### config.mk
export PLATFORM = sky130hd
export DESIGN_NAME = fu_dispatch_flat
export DESIGN_NICKNAME = d
export VERILOG_FILES = /design/src/rtl/fu_dispatch_if.sv /design/src/rtl/fu_dispatch.sv /design/src/flat_wrapper.sv
export SDC_FILE = /design/constraint.sdc
export NUM_CORES = 1
export LEC_CHECK = 0
export CAP_MARGIN = 40
export CORE_MARGIN = 2
export CORE_UTILIZATION = 42
export DETAILED_ROUTE_END_ITERATION = 8
export GPL_TIMING_DRIVEN = 0
export PLACE_DENSITY = 0.68
export SLEW_MARGIN = 5
export SYNTH_ARGS = -nofsm -noshare
export SYNTH_HDL_FRONTEND = slang
export SYNTH_SLANG_ARGS = --single-unit
export TNS_END_PERCENT = 5
### constraint.sdc
create_clock -name clk -period 9.4 [get_ports clk]
set_input_delay 1.88 -clock clk [delete_from_list [all_inputs] [get_ports clk]]
set_output_delay 1.88 -clock clk [all_outputs]
set_load 0.1 [all_outputs]
### src/rtl/fu_dispatch_if.sv
// ----------------------------------------------------------------------------
// fu_dispatch_if
// Bundles every non-clock/reset signal of fu_dispatch.
//   issue_*  : request side (valid/ready, operands, destination tag)
//   fu_*     : start pulse and operands to the FU, completion pulse and result
//   wb_*     : write-back side (valid/ready, result, tag)
//   busy, timeout_err : status
// modport slave  : the dispatcher itself
// modport master : the environment (issue stage, FU and write-back stage)
// ----------------------------------------------------------------------------
interface fu_dispatch_if #(
    parameter int TAG_W = 5
);
    logic             issue_valid;
    logic             issue_ready;
    logic [31:0]      issue_a;
    logic [31:0]      issue_b;
    logic [TAG_W-1:0] issue_tag;
    logic             fu_en;
    logic [31:0]      fu_a;
    logic [31:0]      fu_b;
    logic             fu_finish;
    logic [31:0]      fu_res;
    logic             wb_valid;
    logic             wb_ready;
    logic [31:0]      wb_res;
    logic [TAG_W-1:0] wb_tag;
    logic             busy;
    logic             timeout_err;

    modport slave (
        input  issue_valid, issue_a, issue_b, issue_tag, fu_finish, fu_res, wb_ready,
        output issue_ready, fu_en, fu_a, fu_b, wb_valid, wb_res, wb_tag, busy, timeout_err
    );

    modport master (
        output issue_valid, issue_a, issue_b, issue_tag, fu_finish, fu_res, wb_ready,
        input  issue_ready, fu_en, fu_a, fu_b, wb_valid, wb_res, wb_tag, busy, timeout_err
    );
endinterface

### src/rtl/fu_dispatch.sv
// ----------------------------------------------------------------------------
// fu_dispatch
// Issue-side controller for a functional unit using a one-cycle start pulse
// (fu_en) and a one-cycle completion pulse (fu_finish). Requests are queued in
// a small FIFO, issued one at a time, and the captured result is offered to
// write-back under valid/ready. A watchdog raises a sticky timeout_err when the
// FU stays silent for TIMEOUT cycles.
// Ports:
//   clk  : clock, rising edge
//   rst  : asynchronous active-high reset
//   bus  : fu_dispatch_if.slave (issue, FU and write-back signals, status)
// ----------------------------------------------------------------------------
module fu_dispatch #(
    parameter int TAG_W   = 5,
    parameter int DEPTH   = 2,
    parameter int TIMEOUT = 15
) (
    input  logic          clk,
    input  logic          rst,
    fu_dispatch_if.slave  bus
);
    localparam int PTR_W = $clog2(DEPTH);
    localparam int CNT_W = $clog2(DEPTH + 1);
    localparam int WD_W  = $clog2(TIMEOUT + 1);

    typedef enum logic [1:0] {S_IDLE, S_ISSUE, S_WAIT, S_DONE} state_t;

    // FIFO storage; contents are don't-care while the FIFO is empty, so no reset
    logic [31:0]      mem_a_q   [DEPTH];
    logic [31:0]      mem_b_q   [DEPTH];
    logic [TAG_W-1:0] mem_tag_q [DEPTH];

    logic [PTR_W-1:0] wr_ptr_q, wr_ptr_d;
    logic [PTR_W-1:0] rd_ptr_q, rd_ptr_d;
    logic [CNT_W-1:0] count_q, count_d;

    state_t           state_q, state_d;
    logic             fu_en_q, fu_en_d;
    logic [31:0]      fu_a_q, fu_a_d;
    logic [31:0]      fu_b_q, fu_b_d;
    logic [TAG_W-1:0] tag_q, tag_d;
    logic             wb_valid_q, wb_valid_d;
    logic [31:0]      wb_res_q, wb_res_d;
    logic [TAG_W-1:0] wb_tag_q, wb_tag_d;
    logic [WD_W-1:0]  wd_q, wd_d;
    logic             err_q, err_d;

    logic             full;
    logic             push;
    logic             pop;

    // issue_ready depends on the registered count only, so a pop in the same
    // cycle cannot open a slot combinationally
    assign full = (count_q == CNT_W'(DEPTH));
    assign push = bus.issue_valid && !full;
    assign pop  = (state_q == S_IDLE) && (count_q != '0);

    always_comb begin
        wr_ptr_d   = wr_ptr_q;
        rd_ptr_d   = rd_ptr_q;
        count_d    = count_q + CNT_W'(push) - CNT_W'(pop);
        state_d    = state_q;
        fu_a_d     = fu_a_q;
        fu_b_d     = fu_b_q;
        tag_d      = tag_q;
        wb_res_d   = wb_res_q;
        wb_tag_d   = wb_tag_q;
        wd_d       = wd_q;
        err_d      = err_q;

        if (push) begin
            wr_ptr_d = wr_ptr_q + PTR_W'(1);
        end

        case (state_q)
            S_IDLE: begin
                if (pop) begin
                    fu_a_d   = mem_a_q[rd_ptr_q];
                    fu_b_d   = mem_b_q[rd_ptr_q];
                    tag_d    = mem_tag_q[rd_ptr_q];
                    rd_ptr_d = rd_ptr_q + PTR_W'(1);
                    state_d  = S_ISSUE;
                end
            end
            S_ISSUE: begin
                wd_d    = '0;
                state_d = S_WAIT;
            end
            S_WAIT: begin
                if (bus.fu_finish) begin
                    wb_res_d = bus.fu_res;
                    wb_tag_d = tag_q;
                    state_d  = S_DONE;
                end else if (wd_q != WD_W'(TIMEOUT)) begin
                    // Saturating watchdog; the flag rises on the same edge the
                    // count reaches TIMEOUT and never clears outside reset
                    wd_d = wd_q + WD_W'(1);
                    if (wd_q + WD_W'(1) == WD_W'(TIMEOUT)) begin
                        err_d = 1'b1;
                    end
                end
            end
            S_DONE: begin
                if (bus.wb_ready) begin
                    state_d = S_IDLE;
                end
            end
            default: state_d = S_IDLE;
        endcase

        // Registered outputs are derived from the next state
        fu_en_d    = (state_d == S_ISSUE);
        wb_valid_d = (state_d == S_DONE);
    end

    always_ff @(posedge clk) begin
        if (push) begin
            mem_a_q[wr_ptr_q]   <= bus.issue_a;
            mem_b_q[wr_ptr_q]   <= bus.issue_b;
            mem_tag_q[wr_ptr_q] <= bus.issue_tag;
        end
    end

    always_ff @(posedge clk or posedge rst) begin
        if (rst) begin
            wr_ptr_q   <= '0;
            rd_ptr_q   <= '0;
            count_q    <= '0;
            state_q    <= S_IDLE;
            fu_en_q    <= 1'b0;
            fu_a_q     <= '0;
            fu_b_q     <= '0;
            tag_q      <= '0;
            wb_valid_q <= 1'b0;
            wb_res_q   <= '0;
            wb_tag_q   <= '0;
            wd_q       <= '0;
            err_q      <= 1'b0;
        end else begin
            wr_ptr_q   <= wr_ptr_d;
            rd_ptr_q   <= rd_ptr_d;
            count_q    <= count_d;
            state_q    <= state_d;
            fu_en_q    <= fu_en_d;
            fu_a_q     <= fu_a_d;
            fu_b_q     <= fu_b_d;
            tag_q      <= tag_d;
            wb_valid_q <= wb_valid_d;
            wb_res_q   <= wb_res_d;
            wb_tag_q   <= wb_tag_d;
            wd_q       <= wd_d;
            err_q      <= err_d;
        end
    end

    assign bus.issue_ready = !full;
    assign bus.fu_en       = fu_en_q;
    assign bus.fu_a        = fu_a_q;
    assign bus.fu_b        = fu_b_q;
    assign bus.wb_valid    = wb_valid_q;
    assign bus.wb_res      = wb_res_q;
    assign bus.wb_tag      = wb_tag_q;
    assign bus.busy        = (count_q != '0) || (state_q != S_IDLE);
    assign bus.timeout_err = err_q;
endmodule

### src/flat_wrapper.sv
// flat-port wrapper written by rule: the top's interface ports become plain ports
module fu_dispatch_flat 
#(
    parameter int TAG_W   = 5,
    parameter int DEPTH   = 2,
    parameter int TIMEOUT = 15
)
  (clk, rst, bus_issue_valid, bus_issue_a, bus_issue_b, bus_issue_tag, bus_fu_finish, bus_fu_res, bus_wb_ready, bus_issue_ready, bus_fu_en, bus_fu_a, bus_fu_b, bus_wb_valid, bus_wb_res, bus_wb_tag, bus_busy, bus_timeout_err);
  fu_dispatch_if #(.TAG_W(TAG_W)) bus_i ();
  input  logic clk;
  input  logic rst;
  input wire logic [$bits(bus_i.issue_valid)-1:0] bus_issue_valid;
  input wire logic [$bits(bus_i.issue_a)-1:0] bus_issue_a;
  input wire logic [$bits(bus_i.issue_b)-1:0] bus_issue_b;
  input wire logic [$bits(bus_i.issue_tag)-1:0] bus_issue_tag;
  input wire logic [$bits(bus_i.fu_finish)-1:0] bus_fu_finish;
  input wire logic [$bits(bus_i.fu_res)-1:0] bus_fu_res;
  input wire logic [$bits(bus_i.wb_ready)-1:0] bus_wb_ready;
  output wire logic [$bits(bus_i.issue_ready)-1:0] bus_issue_ready;
  output wire logic [$bits(bus_i.fu_en)-1:0] bus_fu_en;
  output wire logic [$bits(bus_i.fu_a)-1:0] bus_fu_a;
  output wire logic [$bits(bus_i.fu_b)-1:0] bus_fu_b;
  output wire logic [$bits(bus_i.wb_valid)-1:0] bus_wb_valid;
  output wire logic [$bits(bus_i.wb_res)-1:0] bus_wb_res;
  output wire logic [$bits(bus_i.wb_tag)-1:0] bus_wb_tag;
  output wire logic [$bits(bus_i.busy)-1:0] bus_busy;
  output wire logic [$bits(bus_i.timeout_err)-1:0] bus_timeout_err;
  assign bus_i.issue_valid = bus_issue_valid;
  assign bus_i.issue_a = bus_issue_a;
  assign bus_i.issue_b = bus_issue_b;
  assign bus_i.issue_tag = bus_issue_tag;
  assign bus_i.fu_finish = bus_fu_finish;
  assign bus_i.fu_res = bus_fu_res;
  assign bus_i.wb_ready = bus_wb_ready;
  assign bus_issue_ready = bus_i.issue_ready;
  assign bus_fu_en = bus_i.fu_en;
  assign bus_fu_a = bus_i.fu_a;
  assign bus_fu_b = bus_i.fu_b;
  assign bus_wb_valid = bus_i.wb_valid;
  assign bus_wb_res = bus_i.wb_res;
  assign bus_wb_tag = bus_i.wb_tag;
  assign bus_busy = bus_i.busy;
  assign bus_timeout_err = bus_i.timeout_err;
  fu_dispatch #(.TAG_W(TAG_W), .DEPTH(DEPTH), .TIMEOUT(TIMEOUT)) u_core (.clk(clk), .rst(rst), .bus(bus_i));
endmodule
---- Word level (Yosys, flattened, before mapping) ----
Memory sizes are Yosys's and may differ from the RTL's. A register that Yosys moved wholly into a read port is not among the register bits.
Cells that the tools add are included.
word-level totals
  flip-flop bits (word level) ............. 50
  bits in latches ......................... 0
  RAM bits ................................ 138
  bits in read-only memories .............. 0
  memories kept ........................... 3
operators by class
  add/sub/neg operators ................... 5
  multiply operators ...................... 0
  divide/modulo/power cells ............... 0
  magnitude comparators ................... 0
  equality and inequality tests ........... 10
  shift-type cells ........................ 0
  mux-type cells .......................... 9
  bitwise operators ....................... 1
  reductions and logical operators ........ 12
memories
  name              words  width  read ports  clocked after memory_dff  wr ports  line               source
  u_core.mem_a_q    2      32     1           1                         1         fu_dispatch.sv:29  logic [31:0] mem_a_q [DEPTH];
  u_core.mem_b_q    2      32     1           1                         1         fu_dispatch.sv:30  logic [31:0] mem_b_q [DEPTH];
  u_core.mem_tag_q  2      5      1           1                         1         fu_dispatch.sv:31  logic [TAG_W-1:0] mem_tag_q [DEPTH];
operator list
  operator             number
  $eq 2x2->1 const B   4
  $mux 4               2
  $pmux 2 s4           1
  $pmux 4 s2           1
  $mux 2               3
  $reduce_bool 2->1    3
  $add 4x1->4 const B  1
  $eq 2x1->1 const B   2
  $eq 4x4->1 const B   1
  $ne 4x4->1 const B   1
  $reduce_and 2->1     2
  $reduce_and 4->1     1
  $reduce_and 3->1     1
  $add 1x1->1 const B  2
  $add 2x1->2          1
  $logic_and 1x1->1    2
  $logic_not 2->1      1
  $mux 1               2
  $ne 2x1->1 const B   1
  $ne 2x2->1 const B   1
  $sub 2x1->2          1
  $logic_not 1->1      1
  $logic_or 1x1->1     1
  $not 1->1            1

---- Depth between registers and ports, before layout ----
Gate-level depths: netlist of the first run.
  depth in word-level cells ............... 5
  mapped depth ............................ 8
  gate-level depth less buffers ........... 7

---- Worst setup path before layout of the first run ----
OpenSTA, ideal clock, no wires.
  path kind ............................... input to register
  start point ............................. input bus_issue_valid
  end point ............................... memory u_core.mem_a_q[0][0] (enable)
  setup time .............................. 497 ps
  data arrival time ....................... 4,904 ps
  slack ................................... 4,000 ps
  stages on the path ...................... 2
  cells stage by stage .................... nand2_1 > nor2_1
on the way
  cells in the longest elaborated chain, start to end .. 3
RTL lines
  item                          line                source
  start, declared               flat_wrapper.sv:12  input wire logic [$bits(bus_i.issue_valid)-1:0] bus_issue_valid;
  $logic_and 1x1->1             fu_dispatch.sv:55   assign push = bus.issue_valid && !full;
  $mux 1                        fu_dispatch.sv:117  if (push) begin
  $mux 1 (implied by the code)  fu_dispatch.sv:118  mem_a_q[wr_ptr_q] <= bus.issue_a;
  end, declared                 fu_dispatch.sv:29
No other way between the ends.

---- Worst setup path in the final report of the first run ----
  start point ............................. register u_core.state_q[1]
  end point ............................... output bus_busy
on the way
  cells in the longest elaborated chain, start to end .. 2
RTL lines
  item                    line                source
  start, declared         fu_dispatch.sv:37   state_t state_q, state_d;
  start signal, assigned  fu_dispatch.sv:143  state_q <= state_d;
  $reduce_bool 2->1       fu_dispatch.sv:163  assign bus.busy = (count_q != '0) || (state_q != S_IDLE);
  $logic_or 1x1->1        fu_dispatch.sv:163
  end, declared           flat_wrapper.sv:26  output wire logic [$bits(bus_i.busy)-1:0] bus_busy;
No other way between the ends.

==> flow_metrics.tcl, run 1 <==
set metrics [dict create \
    run_status "complete, no violations" \
    slew_headroom 0.545 \
    worstMarginPinSlew_ns 0.680 \
    syn_inst 504 \
    cts_buffer_depth 3 \
    drt-total-wl_um 21700 \
    cts_made_buffers 27 \
    clk-insertion-delay-late_ns 0.53 \
    grtUsageMet1 0.220 \
    die_w_um 155 \
    synthesis.area_sq_um 9600 \
    wl_per_cell_um 18.7 \
    synth_top_area_frac 0.432 \
    synth_edf_count 138 \
    setup_ws_ns 5.36 \
    hold_violations 0 \
    grt_pass1_wl_um 34600 \
    drive_gt1_frac 0.395 \
    synth.avg_cell_area_sq_um 19.0 \
    yosysWarnings 0 \
    first_pass_iters 4 \
    ys_top_cells_by_area "edfxtp_1 43%, dfrtp_1 31%, mux2_2 20%" \
    rows 55 \
    met2_usage 0.333 \
    vias_per_cell 4.86 \
    crit_type "flop to output port" \
    synth_cell_types 30 \
    dr_total_vias 5643 \
    maxCapViolations 0 \
    floorplan.initialDensity 0.425 \
    grt-ovfl-total 0 \
    antenna_left 0 \
    synth_fp_nets 614 \
    tritoncts "done" \
    nets 964 \
    crit_required_ns 7.52 \
    cp_top_family "buffers and inverters" \
    cts-resized-gates 0 \
    postCtsSetupBuffers 0 \
    die_h_um 155 \
    portBuffers 211 \
    critPathCaptureType "output port" \
    fin_tns_setup_ns 0 \
    synthFlopType "edfxtp_1" \
    detail_route.iter0.violations 204 \
    place_ws_ns 5.72 \
    ctsHoldBuffers 0 \
    area_growth_pct 55.5 \
    ys_ff_latch 257 \
    root_buffer "clkbuf_16" \
    grt_usage 0.183 \
    crit_fanout 10 \
    async_flop_share 0.463 \
    min_period_over_period 0.429 \
    yosys.area.top_type "edfxtp_1" \
    drc 0 \
    rsz0062_at_grt "no" \
    clock-sinks 257 \
    cp_data_arrival_time_ns 2.16 \
    clk_pin_slew_worst_paths_ns 0.06 \
    first_global_vias 6422 \
    fill_cells 1503 \
    globalplace.congestion 0.714 \
    yosysSeqAreaShare 0.742 \
    path_cells "buf_4 > nor2_1 > nand2_1 > clkdlybuf4s50_1 > buf_16" \
    antennaDiodeCount 0 \
    antenna_found_initial 0 \
    io_pins 212 \
    max_stage_delay_ns 0.54 \
    final_util 0.661 \
    die_area_sq_um 24100 \
    htreeDepth 1 \
    period_needed_ns 4.04 \
    cp-start-kind "flop" \
    grt_max_degree 62 \
    timing.fmax_mhz 248 \
    hp-class "flop to flop" \
    path_buf_inv 3 \
    place_hpwl_um 14900 \
    fin_worst_skew_ns 0.0231 \
    setup_viol 0 \
    drv_slew 0 \
    core_area_sq_um 22600 \
    grt.busiest_layer "met2" \
    slowest_stage "clkdlybuf4s50_1" \
    gr-usage-met3 0.0340 \
]
==> cells in the final DEF (no fill, tap or decap), types with 6 or more instances in the layout <==
| cell | instances |
|---|---|
| buf_16 | 27 |
| buf_2 | 10 |
| buf_6 | 8 |
| buf_8 | 81 |
| clkbuf_1 | 8 |
| clkbuf_16 | 27 |
| clkdlybuf4s50_1 | 211 |
| clkinv_2 | 7 |
| dfrtp_1 | 119 |
| edfxtp_1 | 138 |
| mux2_1 | 6 |
| mux2_2 | 169 |
| nand2_1 | 7 |
==> worst reg2reg max path: cells and delay by family (launching register included) <==
| family | cells | cell delay (ns) |
|---|---|---|
| simple gates | 1 | 0.57 |
| buf+inv | 3 | 0.47 |
| fa+ha+maj | 2 | 0.41 |
| flops | 1 | 0.37 |
| xor+xnor | 2 | 0.29 |
==> per-layer routing <==
metal | up-vias | wire length, um
met3 | 41 | 977
met4 | 0 | 616
met5 | - | 0
met2 | 160 | 11600
li1 | 2582 | -
met1 | 2860 | 8500
==> state kept, by name, summed over array words and instances (netlist names), 4 cells and up <==
register / count
u_core.wd_q: 4
u_core.mem_a_q: 64
u_core.tag_q: 5
u_core.bus.fu_b: 32
u_core.bus.wb_tag: 5
u_core.bus.fu_a: 32
u_core.mem_tag_q: 10
u_core.bus.wb_res: 32
u_core.mem_b_q: 64
==> stage by stage <==
step / cell area [sq um] / hold WS (ns) / std cells
finish: 14900 / 0.489 / 1160
CTS: 14900 / 0.488 / 1160
global route: 14900 / 0.517 / 1160
floorplan: 9600 / 0.461 / 504
detailed placement: 14100 / 0.480 / 1110
global placement: 12100 / 0.467 / 1000
==> worst paths after layout <==
| kind | slack, ns | end | cells past startpoint | startpoint |
|---|---|---|---|---|
| max | 5.36 | bus_busy | 5 | u_core.state_q[1] |
| min | 0.49 | u_core.bus.timeout_err | 1 | u_core.bus.timeout_err |
| max reg2reg | 7.21 | u_core.count_q[1] | 8 | u_core.state_q[0] |
| min reg2reg | 0.49 | u_core.bus.timeout_err | 1 | u_core.bus.timeout_err |
| max in group asynchronous | 6.84 | u_core.bus.fu_a[27] | 3 | rst |
| min in group asynchronous | 1.83 | u_core.count_q[1] | 2 | rst |
==> cells by family (layout without fill, tap and decap cells) <==
group | after synthesis | after routing | share of synthesized area
muxes | 179 | 179 | 0.209
xor gates and xnor gates | 6 | 6 | 0.00547
AOI/OAI and AO/OA | 6 | 6 | 0.00417
buffers and inverters | 27 | 398 | 0.0185
DFF | 257 | 257 | 0.742
and+or+nand+nor | 25 | 25 | 0.0154
adders and majority gates | 4 | 4 | 0.00521
==> synth_stat cells (2+ instances only) <==
master / instances
a21oi_1: 2
and3_1: 2
buf_2: 10
buf_6: 8
dfrtp_1: 119
edfxtp_1: 138
ha_1: 4
inv_1: 6
mux2_1: 6
mux2_2: 169
mux2i_1: 4
nand2_1: 7
nand2b_1: 2
nand3_1: 3
nor2_1: 5
xnor2_1: 3
xor2_1: 3
==> area by class of cell <==
class	count	area [sq um]	area share
plain buffers	20	151	0.0101
clock buffers	37	743	0.0498
clock inverters	13	101	0.00679
inverters	7	31.3	0.00210
multi-input cells	220	2310	0.155
flip-flops and latches	257	7120	0.477
well taps	285	357	0.0239
repair buffers	321	4110	0.275
Power of run 1 is not shown: default switching activity piles up to over one toggle a cycle in this logic, so the estimate is an artifact.
==> run 2: changes to the inputs <==
--- a/config.mk
+++ b/config.mk
@@ -10,7 +10,7 @@
 export CORE_UTILIZATION = 42
 export DETAILED_ROUTE_END_ITERATION = 8
 export GPL_TIMING_DRIVEN = 0
-export PLACE_DENSITY = 0.68
+export PLACE_DENSITY = 0.71
 export SLEW_MARGIN = 5
 export SYNTH_ARGS = -nofsm -noshare
 export SYNTH_HDL_FRONTEND = slang
==> constraint.sdc (replaced) <==
create_clock -name clk -period 3.65 [get_ports clk]
set_input_delay 0.73 -clock clk [delete_from_list [all_inputs] [get_ports clk]]
set_output_delay 0.73 -clock clk [all_outputs]
set_load 0.1 [all_outputs]
==> flow_metrics.tcl, run 2 (synthesis results as in run 1) <==
set metrics [dict create \
    run_status "complete, no violations" \
    ff2ff_setup_slack_ns 1.50 \
    largest_registers "u_core.mem_a_q (64), u_core.mem_b_q (64)" \
    reg2reg_depth 8 \
    hold_violations 0 \
    endpoint "bus_busy" \
    timing.fmax_mhz 352 \
    postCtsSetupBuffers 0 \
    vias_per_cell 4.85 \
    antennaDiodeCount 0 \
    first_global_vias 6318 \
    cp_data_arrival_time_ns 2.11 \
    globalplace.congestion 0.792 \
    clock-sinks 257 \
    tritoncts "done" \
    htreeDepth 1 \
    detail_route.iter0.violations 187 \
    crit_required_ns 2.92 \
    period_needed_ns 2.84 \
    cp-start-kind "flop" \
    wl_met3_um 826 \
    rr_endpoint "u_core.count_q[1]" \
    final_util 0.668 \
    wl_met1_um 8610 \
    io_pins 212 \
    cts_made_buffers 26 \
    setup_viol 0 \
    clk_pin_slew_worst_paths_ns 0.06 \
    grt_max_degree 37 \
    portBuffers 211 \
    crit_type "flop to output port" \
    wl_met2_um 11700 \
    crit_fanout 10 \
    rows 55 \
    min_period_over_period 0.778 \
    antenna_left 0 \
    maxCapViolations 0 \
    clk-insertion-delay-late_ns 0.51 \
    rsz0062_at_grt "no" \
    drc 0 \
    maxUsedRoutingLayer "met4" \
    floorplan.initialDensity 0.425 \
    hold_slack_ns 0.479 \
    nets 966 \
    fin_worst_skew_ns 0.0131 \
    grt-ovfl-total 0 \
    hp-class "flop to flop" \
    drive_gt1_frac 0.390 \
    ctsHoldBuffers 0 \
    grt_usage 0.180 \
    slew_headroom 0.495 \
    drt-total-wl_um 21600 \
    core_area_sq_um 22600 \
    first_pass_iters 4 \
    layout.cells.most_common "clkdlybuf4s50_1" \
    antenna_found_initial 0 \
    startpoint "u_core.state_q[1]" \
    dr_total_vias 5632 \
    worstMarginPinSlew_ns 0.756 \
    critPathCaptureType "output port" \
    die_area_sq_um 24100 \
    die_w_um 155 \
    mostFrequentLayoutCells "211 x clkdlybuf4s50_1, 169 x mux2_2, 138 x edfxtp_1" \
    die_h_um 155 \
    root_buffer "clkbuf_16" \
    area_growth_pct 57.0 \
    drv_slew 0 \
    r2r_start "u_core.state_q[0]" \
    place_hpwl_um 15900 \
    cts_buffer_depth 3 \
    cts-resized-gates 0 \
    grt_pass1_wl_um 34000 \
    wl_per_cell_um 18.6 \
]
-- run 2: cell count changes in the layout (fill, tap and decap cells not counted), sizes merged --
cell	change
clkinvlp	-1
buf	+3
clkbuf	-1
inv	-3
clkinv	+3
-- run 2: metal layers --
| metal | track usage | up-vias |
|---|---|---|
| met1 | 0.221 | 2867 |
| met5 | 0 | - |
| li1 | - | 2582 |
| met4 | 0.0467 | 0 |
| met3 | 0.0290 | 34 |
| met2 | 0.331 | 149 |
-- run 2: worst min-delay path by stage --
stage	startpoint	endpoint	slack (ns)	depth (start not counted)
5_1_grt	u_core.bus.timeout_err	u_core.bus.timeout_err	0.50	1
3_3_place_gp	u_core.bus.fu_a[16]	u_core.bus.fu_a[16]	0.47	1
6_report	u_core.bus.timeout_err	u_core.bus.timeout_err	0.48	1
4_1_cts	u_core.bus.timeout_err	u_core.bus.timeout_err	0.48	1
3_5_place_dp	u_core.bus.timeout_err	u_core.bus.timeout_err	0.46	1
2_1_floorplan	u_core.count_q[1]	u_core.count_q[1]	0.47	1
-- run 2: final cells by class --
cell class,count,area (sq um)
Timing Repair Buffer,324,4290
Clock buffer,36,729
Buffer,20,151
Clock inverter,12,77.6
Sequential cell,257,7120
Fill cell,1465,7500
Inverter,7,30.0
Multi-Input combinational cell,220,2310
Tap cell,285,357
-- run 2: metrics by stage --
step                setup TNS, ns  setup slack, ns  area, sq um  std cells
floorplan                       0            0.268         9610        504
global placement           -52.71           -0.768        12100       1000
detailed placement              0             1.17        14300       1113
CTS                             0            0.783        15100       1161
global route                    0            0.726        15100       1161
finish                          0            0.811        15100       1161
-- run 2: worst max-delay path, stage by stage, from the launching register on --
cell,delay [ns]
dfrtp_1,0.44
buf_4,0.19
nor2_1,0.13
nand2_1,0.09
clkdlybuf4s50_1,0.53
buf_16,0.21
Power of run 2 is left out for the same reason.
==> run 3: changes to the inputs <==
==> constraint.sdc (replaced) <==
create_clock -name clk -period 2.5 [get_ports clk]
set_input_delay 0.5 -clock clk [delete_from_list [all_inputs] [get_ports clk]]
set_output_delay 0.5 -clock clk [all_outputs]
set_load 0.1 [all_outputs]
==> flow_metrics.tcl, run 3 (synthesis results as in run 1) <==
set metrics [dict create \
    area_growth_pct 56.1 \
    mostFrequentLayoutCells "210 x clkdlybuf4s50_1, 169 x mux2_2, 138 x edfxtp_1" \
    die_area_sq_um 24100 \
    drive_gt1_frac 0.396 \
    globalplace.congestion 0.730 \
    largest_registers "u_core.mem_a_q (64), u_core.mem_b_q (64)" \
    cp_data_arrival_time_ns 1.84 \
    slowest_stage "clkdlybuf4s50_1" \
    floorplan.initialDensity 0.425 \
    crit_fanout 3 \
    rsz0062_at_grt "no" \
    period_needed_ns 2.34 \
    core_area_sq_um 22600 \
    slew_headroom 0.481 \
    hp-class "input pin to asynchronous set/reset pin" \
    antennaDiodeCount 0 \
    clk_pin_slew_worst_paths_ns 0.06 \
    maxUsedRoutingLayer "met4" \
    drc 0 \
    dp_cells 1113 \
    antenna_left 0 \
    grt_pass1_wl_um 35500 \
    wl_per_cell_um 19.7 \
    fill_cells 1477 \
    min_period_over_period 0.935 \
    layout.cells.most_common "clkdlybuf4s50_1" \
    nets 966 \
    seq_area_sq_um 7120 \
    first_pass_iters 4 \
    postLayoutCellArea_sq_um 15000 \
    clock-sinks 257 \
    vias_per_cell 4.91 \
    ctsHoldBuffers 0 \
    path_buf_inv 2 \
    final_util 0.664 \
    wl_met1_um 8800 \
    fin_worst_skew_ns 0.0186 \
    root_buffer "clkbuf_16" \
    grt-ovfl-total 0 \
    rows 55 \
    crit_required_ns 2.00 \
    maxCapViolations 0 \
    htreeDepth 1 \
    timing.fmax_mhz 428 \
    path_cells "nand2b_4 > clkdlybuf4s50_1 > buf_16" \
    multi_input_comb_area_sq_um 2320 \
    drv_slew 0 \
    wl_met2_um 12600 \
    drt-total-wl_um 22800 \
    antenna_found_initial 0 \
    cts_made_buffers 27 \
    worstMarginPinSlew_ns 0.776 \
    max_stage_delay_ns 0.59 \
    grt_usage 0.189 \
    run_status "complete, no violations" \
    clk-insertion-delay-late_ns 0.53 \
    grt_max_degree 43 \
    io_pins 212 \
    cp-start-kind "flop" \
    hold_violations 0 \
    portBuffers 211 \
    detail_route.iter0.violations 287 \
    cts_buffer_depth 3 \
    instances_no_fill 1162 \
    die_w_um 155 \
    crit_type "flop to output port" \
    place_area_sq_um 14200 \
    die_h_um 155 \
    setup_viol 0 \
    dr_total_vias 5700 \
    first_global_vias 6396 \
    hold_slack_ns 0.462 \
    tritoncts "done" \
    place_hpwl_um 16000 \
    cp_top_family "buffers and inverters" \
    wl_met3_um 885 \
    critPathCaptureType "output port" \
]
## run 3: changes by cell type in the layout (fill, tap and decap cells not counted), moves of 2 or more
cell        delta
clkinvlp_4     +2
buf_12         -2
clkbuf_8       -2
buf_16         -8
buf_8         +10
## run 3: cell type report
class | instances | share of cell area
timing repair buffer | 323 | 0.278
multi-input combinational | 220 | 0.155
buffer | 20 | 0.0101
clock buffer | 33 | 0.0466
tap | 285 | 0.0238
sequential | 257 | 0.475
clock inverter | 17 | 0.00926
inverter | 7 | 0.00200
## run 3: layer usage
layer,GRT usage,vias to the layer above
met1,0.227,2902
met2,0.351,175
met5,0,-
met3,0.0295,42
li1,-,2581
met4,0.0559,0
## run 3: stage by stage
stage	TNS, ns	setup slack, ns
after floorplan	-24.40	-0.354
after detailed placement	0	0.0260
after CTS	0	0.113
after global placement	-246.08	-1.66
final	0	0.161
after global routing	0	0.0884
## run 3: final timing paths
check / startpoint / endpoint / slack (ns) / depth (start not counted)
min reg2reg: u_core.bus.timeout_err / u_core.bus.timeout_err / 0.48 / 1
max: u_core.count_q[1] / bus_issue_ready / 0.16 / 3
max in group asynchronous: rst / u_core.bus.fu_a[4] / 1.17 / 4
min: rst / u_core.bus.wb_res[15] / 0.46 / 2
max reg2reg: u_core.state_q[0] / u_core.count_q[1] / 0.35 / 8
min in group clk: u_core.bus.timeout_err / u_core.bus.timeout_err / 0.48 / 1
## run 3: what timing repair did
action	in CTS	in global routing
gates resized for setup	2	0
endpoints found under the setup margin	1	0
buffers inserted	0	0
Power of run 3 is left out for the same reason.
